==> src/rtl/ex_muldiv_sequencer.sv <==
// EX-stage multiply/divide sequencer: shift-add multiply and restoring divide,
// one bit per cycle, owning HI/LO and stalling the front of the pipe while busy.
module ex_muldiv_sequencer #(
    parameter int WIDTH = 32,
    parameter int CNT_W = 6
) (
    input  logic             i_clk,
    input  logic             i_rst,
    input  logic             i_start,
    input  logic [1:0]       i_op,
    input  logic [WIDTH-1:0] i_data1,
    input  logic [WIDTH-1:0] i_data2,
    input  logic             i_flush,
    output logic             o_stall,
    output logic             o_busy,
    output logic             o_done,
    output logic [WIDTH-1:0] o_hi,
    output logic [WIDTH-1:0] o_lo
);

    typedef enum logic [1:0] {S_IDLE, S_RUN, S_DONE} state_t;

    state_t               state;
    logic [CNT_W-1:0]     count;
    logic [2*WIDTH-1:0]   acc;
    logic [WIDTH-1:0]     opnd;
    logic [WIDTH-1:0]     dividend_raw;
    logic                 is_div;
    logic                 neg_main;
    logic                 rem_neg;

    logic                 sign1, sign2;
    logic [WIDTH-1:0]     mag1, mag2;
    logic [WIDTH:0]       mul_sum;
    logic [WIDTH:0]       rem_shift;
    logic [WIDTH:0]       diff;
    logic [2*WIDTH-1:0]   acc_next;
    logic [2*WIDTH-1:0]   prod;
    logic [WIDTH-1:0]     quot, rem;
    logic [WIDTH-1:0]     hi_next, lo_next;

    // Signed ops run on magnitudes; signs are reapplied when HI/LO are written.
    always_comb begin
        sign1 = ~i_op[0] & i_data1[WIDTH-1];
        sign2 = ~i_op[0] & i_data2[WIDTH-1];
        mag1  = sign1 ? ('0 - i_data1) : i_data1;
        mag2  = sign2 ? ('0 - i_data2) : i_data2;
    end

    // Multiply: accumulator upper half gathers partial sums, lower half holds the
    // multiplier. Divide: upper half is the remainder, lower half shifts the
    // dividend out and the quotient in.
    always_comb begin
        mul_sum   = {1'b0, acc[2*WIDTH-1:WIDTH]} + (acc[0] ? {1'b0, opnd} : '0);
        rem_shift = acc[2*WIDTH-1:WIDTH-1];
        diff      = rem_shift - {1'b0, opnd};
        if (!is_div)
            acc_next = {mul_sum, acc[WIDTH-1:1]};
        else if (diff[WIDTH])
            acc_next = {rem_shift[WIDTH-1:0], acc[WIDTH-2:0], 1'b0};
        else
            acc_next = {diff[WIDTH-1:0], acc[WIDTH-2:0], 1'b1};
    end

    always_comb begin
        prod = neg_main ? ('0 - acc_next) : acc_next;
        quot = acc_next[WIDTH-1:0];
        rem  = acc_next[2*WIDTH-1:WIDTH];
        if (!is_div) begin
            hi_next = prod[2*WIDTH-1:WIDTH];
            lo_next = prod[WIDTH-1:0];
        end else if (opnd == '0) begin
            hi_next = dividend_raw;
            lo_next = '1;
        end else begin
            hi_next = rem_neg  ? ('0 - rem)  : rem;
            lo_next = neg_main ? ('0 - quot) : quot;
        end
    end

    always_ff @(posedge i_clk or posedge i_rst) begin
        if (i_rst) begin
            state        <= S_IDLE;
            count        <= '0;
            acc          <= '0;
            opnd         <= '0;
            dividend_raw <= '0;
            is_div       <= 1'b0;
            neg_main     <= 1'b0;
            rem_neg      <= 1'b0;
            o_hi         <= '0;
            o_lo         <= '0;
        end else begin
            case (state)
                S_IDLE: begin
                    if (i_start && !i_flush) begin
                        state        <= S_RUN;
                        count        <= CNT_W'(WIDTH - 1);
                        is_div       <= i_op[1];
                        neg_main     <= sign1 ^ sign2;
                        rem_neg      <= sign1;
                        dividend_raw <= i_data1;
                        if (i_op[1]) begin
                            acc  <= {{WIDTH{1'b0}}, mag1};
                            opnd <= mag2;
                        end else begin
                            acc  <= {{WIDTH{1'b0}}, mag2};
                            opnd <= mag1;
                        end
                    end
                end
                S_RUN: begin
                    if (i_flush) begin
                        state <= S_IDLE;
                    end else begin
                        acc   <= acc_next;
                        count <= count - CNT_W'(1);
                        if (count == '0) begin
                            state <= S_DONE;
                            o_hi  <= hi_next;
                            o_lo  <= lo_next;
                        end
                    end
                end
                S_DONE:  state <= S_IDLE;
                default: state <= S_IDLE;
            endcase
        end
    end

    // Stall is combinational so the issuing instruction is held in ID/EX.
    assign o_stall = (state == S_RUN) | ((state == S_IDLE) & i_start & ~i_flush);
    assign o_busy  = (state == S_RUN);
    assign o_done  = (state == S_DONE);

endmodule
==> config.mk <==
export PLATFORM = sky130hd
export DESIGN_NAME = ex_muldiv_sequencer
export DESIGN_NICKNAME = d
export VERILOG_FILES = /design/src/rtl/ex_muldiv_sequencer.sv
export SDC_FILE = /design/constraint.sdc
export NUM_CORES = 1
export LEC_CHECK = 0
export ABC_AREA = 0
export CAP_MARGIN = 20
export CORE_AREA = 3 3 213 215
export DETAILED_ROUTE_END_ITERATION = 10
export DIE_AREA = 0 0 216 218
export SYNTH_ARGS = -nofsm -noshare
export SYNTH_HDL_FRONTEND = slang
export SYNTH_SLANG_ARGS = --single-unit
==> constraint.sdc <==
create_clock -name i_clk -period 7.4 [get_ports i_clk]
set_input_delay 1.48 -clock i_clk [delete_from_list [all_inputs] [get_ports i_clk]]
set_output_delay 1.48 -clock i_clk [all_outputs]
set_load 0.01 [all_outputs]
# Word level (Yosys, flattened, before mapping)
# Cells that the tools add are included.
[totals]
regBits = 203
inputBits = 70
output_inout_bits = 67
[op_classes]
addsub = 8
eq_ne = 5
mux = 24
bitwise_logic = 8
n_reduce_logical = 10
[op_table]
columns = ["operator", "count"]
rows = [
  ["32-bit 2-to-1 mux", 11],
  ["64-bit 2-to-1 mux", 5],
  ["64-bit one-hot mux with 2 select lines", 1],
  ["1-bit by 32-bit subtractor with 32-bit output, first input constant", 4],
  ["1-bit by 64-bit subtractor with 64-bit output, first input constant", 1],
  ["32-bit by 32-bit adder with 33-bit output", 1],
  ["33-bit by 32-bit subtractor with 33-bit output", 1],
  ["32-bit zero test", 1],
  ["6-bit 2-to-1 mux", 2],
  ["6-bit one-hot mux with 2 select lines", 1],
  ["6-bit zero test", 1],
  ["2-bit 2-to-1 mux", 3],
  ["3-bit AND reduction", 2],
  ["6-bit by 1-bit subtractor with 6-bit output, second input constant", 1],
  ["1-bit bitwise AND", 4],
  ["2-bit inequality test, second input constant", 2],
  ["2-bit one-hot mux with 2 select lines", 1],
  ["2-bit AND reduction", 2],
  ["3-bit by 2-bit inequality test with 1-bit output, second input constant", 1],
  ["2-bit by 1-bit equality test with 1-bit output, second input constant", 1],
  ["2-bit equality test, second input constant", 1],
  ["2-bit zero test", 1],
  ["1-bit inverter", 2],
  ["2-bit nonzero test", 1],
  ["other kinds (4)", 4],
]

# Longest topological paths before layout
[logic_depth]
word_depth = 7
mapped_depth = 28
mapped_depth_nobuf = 23

# Worst setup path before layout
# No wires, ideal clock.
[synth_path]
path_type = "reg-to-reg"
start = "reg acc[31]"
end = "reg o_hi[30]"
setup_ns = 0.104
t_arrival_ns = 5.630
slack_ns = 1.666
path_stages_with_launch = 29
period_less_slack_ns = 5.734
path_cell_list = "dfrtp_1 inv_1 ha_1 inv_1 fa_1 a211oi_2 o211ai_2 a211oi_4 nor3_4 nor3_1 buf_2 nor2_1 buf_2 clkbuf_1 nand2_1 a31oi_1 inv_1 ha_1 inv_1 nor4_1 a211oi_1 or3_1 buf_2 or2_1 buf_6 or3_4 o31ai_2 xor2_1 o311ai_1"
[synth_via]
elab_chain_len = 7
elab_cells_between_ends = 9
[synth_rtl]
columns = ["item", "line_no", "source"]
rows = [
  ["start: declaration", "25", "logic [2*WIDTH-1:0] acc;"],
  ["start signal: assignment", "104", "acc <= {{WIDTH{1'b0}}, mag1};"],
  ["start signal: assignment", "107", "acc <= {{WIDTH{1'b0}}, mag2};"],
  ["start signal: assignment", "116", "acc <= acc_next;"],
  ["33-bit by 32-bit subtractor with 33-bit output", "56", "diff = rem_shift - {1'b0, opnd};"],
  ["64-bit 2-to-1 mux", "59", "else if (diff[WIDTH])"],
  ["64-bit 2-to-1 mux (*)", "57", "if (!is_div)"],
  ["1-bit by 32-bit subtractor with 32-bit output", "76", "hi_next = rem_neg ? ('0 - rem) : rem;"],
  ["32-bit 2-to-1 mux", "76", ""],
  ["32-bit 2-to-1 mux", "72", "end else if (opnd == '0) begin"],
  ["32-bit 2-to-1 mux (*)", "69", "if (!is_div) begin"],
  ["end signal: assignment", "120", "o_hi <= hi_next;"],
  ["end: declaration", "17", "output logic [WIDTH-1:0] o_hi,"],
]
# Mark *: on every way between the ends. The rest lies on a longest branch, timed or not.
# A chain may end at the register's enable or synchronous reset.

# Worst setup path after layout
[layout_path]
start = "reg acc[31]"
end = "reg o_hi[18]"
# The elaborated chain is that of the path after synthesis.

==> results.rst <==
.. list-table::
   :header-rows: 1

   * - Metric
     - Value
   * - Unrepaired setup endpoints after global routing
     - false
   * - Largest stage delay, worst path
     - ~0.92 ns
   * - Syn Nets
     - about 2400
   * - Maximum VDD drop
     - 0.204 mV
   * - Post-detailed-route wirelength per cell
     - between 20 and 30 µm
   * - HP Class
     - reg -> reg
   * - Count of flip-flops with a built-in enable after synthesis
     - 0
   * - Detailed Place HPWL
     - ~59000 µm
   * - Combinational family with the most area after synthesis
     - compound AO/OA/AOI/OAI gates
   * - Slew at the pin closest to its max-slew limit
     - roughly 1.2 ns
   * - Pwr dens
     - 377 nW/µm²
   * - Lkg Pwr
     - between 8 and 9 nW
   * - Quantity of I/O buffers inserted on ports
     - roughly 140
   * - Cell-by-cell listing of the critical path
     - inv_1 > ha_1 > inv_1 > fa_1 > a211oi_2 > o211ai_2 > a211oi_4 > nor3_4 > o21a_2 > o41ai_1 > nor2_2 > ha_1 > nand3_1 > a2111oi_2 > a211oi_1 > or3_1 > or2_1 > o21ai_0 > xor2_1 > a222oi_1 > o21ai_1
   * - Synth Area in XOR/XNOR
     - about a tenth
   * - Root buffer cell
     - sky130_fd_sc_hd__clkbuf_16
   * - Final Worst Setup Slack
     - 1.05 ns
   * - Routed via count
     - between 15000 and 20000
   * - Buffers inserted by post-CTS timing repair
     - 0
   * - Die area
     - about 47000 µm²
   * - Sequential share of power
     - 21.3%
   * - Final clock skew
     - 0.0161 ns
   * - Share of async-settable or async-resettable flops after synthesis
     - 100%
   * - Crit path max-delay cell type
     - sky130_fd_sc_hd__a211oi_1
   * - Total negative slack for setup checks
     - 0 ns
   * - Number of endpoints failing setup at the final stage
     - 0
   * - Worst slew margin
     - between 15 and 20%
   * - Sequential-to-total area share from yosys stat
     - between 20% and 30%
   * - Post-CTS sizing
     - 0
   * - Count of different cell masters after synthesis
     - 95
   * - Buffer levels on the longest clock path
     - 3
   * - Warnings from Yosys
     - 0
   * - Ratio of final minimum period to clock period
     - between 80 and 90%
   * - Mean cell area of the mapped netlist
     - 7.67 µm²
   * - Most common library cell in the layout ignoring fill and taps
     - sky130_fd_sc_hd__nand2_1
   * - # Max-Cap Violations
     - 0
   * - Number of vias per cell
     - 6.14
   * - Simple-gate share of the synthesized area
     - 21.7%
   * - Minimum period implied by the final worst setup slack
     - about 6.3 ns
   * - DRC errors left
     - 0
   * - Fraction of layout cells with a size suffix above 1
     - under 10%
   * - Number of antenna violations at the first check in global routing
     - 0
   * - Final count of hold timing violations
     - 0
   * - Part of the total power dissipated in the clock network
     - between 10% and 20%
   * - Number of detailed-route iterations in the first pass
     - 8
   * - CP Data Required Time
     - about 8 ns
   * - Maximum number of pins on one net before global-route repair
     - a little over 90
   * - Clock insertion delay at the later pin of the skew report
     - between 0.5 and 0.6 ns
   * - Gr ovfl total
     - 0
   * - Register clock-pin slew on the reported worst setup and hold paths
     - about 0.060 ns
   * - Total standard cell area after synthesis
     - about 17000 µm²
   * - Flip-flop and latch count after synthesis
     - 203
   * - First-pass GRT wire length
     - 114000 µm
   * - Floorplan core area
     - approximately 44000 µm²
   * - Number of fill cells
     - 4474
   * - Signal arrival time at the worst endpoint
     - 6.78 ns
   * - Storage element area
     - between 5000 and 6000 µm²
   * - Post-layout power
     - roughly 7.6 mW
   * - Routability cong.
     - just under 1
   * - Overall fraction of global-route tracks in use
     - between 30% and 40%
   * - I/O pin cnt
     - around 140
   * - Via count of the first global-routing pass
     - about 18000
   * - Status
     - finished clean
   * - Multi-input combinational cell area
     - 11600 µm²
   * - Combinational fraction of design power
     - 61.0%
   * - Hold path depth
     - 2
   * - P_int
     - roughly 3.7 mW
   * - Number of instances in the synthesized netlist
     - ~2300
   * - Clk sinks
     - ~200
   * - Maximum achievable frequency
     - ~0.16 GHz
   * - Final Max Tran Viols
     - 0
   * - Top_reg_cell synth
     - sky130_fd_sc_hd__dfrtp_1
   * - CTS tree
     - yes
   * - Area growth from synthesis to layout
     - 15.9%
   * - Inserted Clock Buffers
     - 26
   * - Net switching power
     - between 3 and 4 mW
   * - Crit. End Element
     - flip-flop
   * - Width of the die
     - 216 µm
   * - Crit path launch type
     - flip-flop
   * - Routed Antenna Nets
     - 0
   * - Share of the core filled with cells
     - between 40% and 50%
   * - Minimum setup slack after placement
     - approximately 1.2 ns
   * - Vertical die dimension
     - around 220 µm
   * - Hold-fix buffers at CTS
     - 0
   * - Cells on worst reg2reg path
     - 21
   * - Number of placement rows
     - 77
   * - Compound-cell area share of the yosys netlist
     - 26.6%
   * - Initial Util
     - about two fifths
   * - Total Wirelength
     - approximately 77000 µm
   * - CTS H-tree depth
     - 1
   * - Maximum fanout along the worst path
     - 18
   * - Number of DRC violations after detailed-routing iteration 0
     - 1782
   * - Type of the setup path with the least slack
     - reg -> reg
   * - Switch share
     - 52.0%
   * - Mux contribution to synthesized area
     - 3.14%
   * - Adder-cell share of the synthesized area
     - around 5.3%
   * - Number of nets in the layout
     - around 2500
   * - Most used cells in the layout excluding fill and tap cells
     - sky130_fd_sc_hd__nand2_1 (345), sky130_fd_sc_hd__o21ai_0 (207), sky130_fd_sc_hd__dfrtp_1 (202)
==> per-layer routing <==
layer  vias up  part of all wire, %  track usage (%)
met3       176                  7.8             5.07
met2       879                   45             51.3
met5         -                    0                0
met1      8765                   40             40.9
met4         0                  6.8             17.7
li1       8325                    -                -
==> critical path, delay by kind of cell, from the launching register on <==
kind                     cells  cell delay [ns]
AO/OA/AOI/OAI               10             3.40
XOR/XNOR                     1             0.18
adder cells (fa/ha/maj)      3             0.83
buffers and inverters        2             0.15
flip-flops                   1             0.48
AND/OR/NAND/NOR              5             1.14
==> flip-flops by register name (all words and copies together) (netlist names), 2 cells and up <==
signal / cells
acc: 64
count: 6
dividend_raw: 32
o_hi: 32
o_lo: 32
opnd: 32
state: 2
==> stage by stage <==
step | hold WS, ns | cells | area [µm²]
floorplan | 0.437 | 2270 | 17400
global placement | 0.458 | 2905 | 19300
detailed placement | 0.466 | 2905 | 19300
CTS | 0.482 | 2953 | 20200
global route | 0.498 | 2953 | 20200
finish | 0.474 | 2954 | 20200
==> worst paths after layout <==
check	slack, ns	start	to
hold / removal	0.47	dividend_raw[6]	dividend_raw[6]
setup / recovery	1.05	acc[31]	o_hi[18]
hold reg to reg	0.47	dividend_raw[6]	dividend_raw[6]
min in group asynchronous	1.39	i_rst	o_hi[3]
setup reg to reg	1.05	acc[31]	o_hi[18]
max in group asynchronous	4.49	i_rst	is_div
==> synth_stat cells, types with 12 or more instances <==
master | instances | area share [%]
sky130_fd_sc_hd__o21ai_0 | 207 | 5.9
sky130_fd_sc_hd__nand4_1 | 20 | 0.72
sky130_fd_sc_hd__nand2b_1 | 18 | 0.65
sky130_fd_sc_hd__nor2_1 | 201 | 4.3
sky130_fd_sc_hd__o221ai_1 | 31 | 1.6
sky130_fd_sc_hd__o31ai_1 | 23 | 0.99
sky130_fd_sc_hd__or2_2 | 13 | 0.47
sky130_fd_sc_hd__and2_1 | 40 | 1.4
sky130_fd_sc_hd__a21o_1 | 36 | 1.6
sky130_fd_sc_hd__a31oi_1 | 33 | 1.2
sky130_fd_sc_hd__nor3_1 | 52 | 1.5
sky130_fd_sc_hd__nand3_1 | 28 | 0.80
sky130_fd_sc_hd__nand2_1 | 345 | 7.4
sky130_fd_sc_hd__dfrtp_1 | 203 | 29
sky130_fd_sc_hd__buf_2 | 14 | 0.40
sky130_fd_sc_hd__a22o_1 | 18 | 0.91
sky130_fd_sc_hd__xor2_1 | 68 | 3.4
sky130_fd_sc_hd__o211ai_1 | 49 | 2.1
sky130_fd_sc_hd__nor4_1 | 26 | 0.93
sky130_fd_sc_hd__o21ai_1 | 12 | 0.34
sky130_fd_sc_hd__o21a_1 | 16 | 0.69
sky130_fd_sc_hd__a21oi_1 | 181 | 5.2
sky130_fd_sc_hd__a211oi_1 | 15 | 0.65
sky130_fd_sc_hd__xnor2_1 | 121 | 6.1
sky130_fd_sc_hd__ha_1 | 70 | 5.0
sky130_fd_sc_hd__and3_1 | 15 | 0.54
sky130_fd_sc_hd__or3_1 | 19 | 0.68
sky130_fd_sc_hd__clkbuf_1 | 102 | 2.2
sky130_fd_sc_hd__mux2i_1 | 49 | 2.8
sky130_fd_sc_hd__inv_1 | 70 | 1.5
==> kinds of logic (layout without fill, tap and decap cells) <==
| kind of cell | Yosys count | after routing |
|---|---|---|
| AO/OA/AOI/OAI | 725 | 725 |
| XOR/XNOR | 189 | 189 |
| adder cells (fa/ha/maj) | 72 | 72 |
| buffers and inverters | 202 | 293 |
| flip-flops | 203 | 203 |
| multiplexers | 54 | 54 |
| other | 0 | 1 |
| AND/OR/NAND/NOR | 825 | 825 |
==> power by group through the flow <==
stage                     combinational (mW)  sequential [mW]  clock, mW
after floorplan                         3.06             1.49          0
after global placement                  4.55             1.61          0
after detailed placement                4.52             1.63          0
after CTS                               4.55             1.61       1.36
after global routing                    4.98             1.65       1.41
final                                   4.65             1.62       1.35
==> final cells by class <==
cell class / count / share of cell area (%)
clock buffers: 37 / 3.72
clock inverters: 11 / 0.706
flip-flops and latches: 203 / 25.2
well taps: 592 / 3.67
repair buffers: 173 / 8.09
diodes: 1 / 0.0124
multi-input cells: 1865 / 57.2
inverters: 72 / 1.38
(Power assumes the default switching activity.)
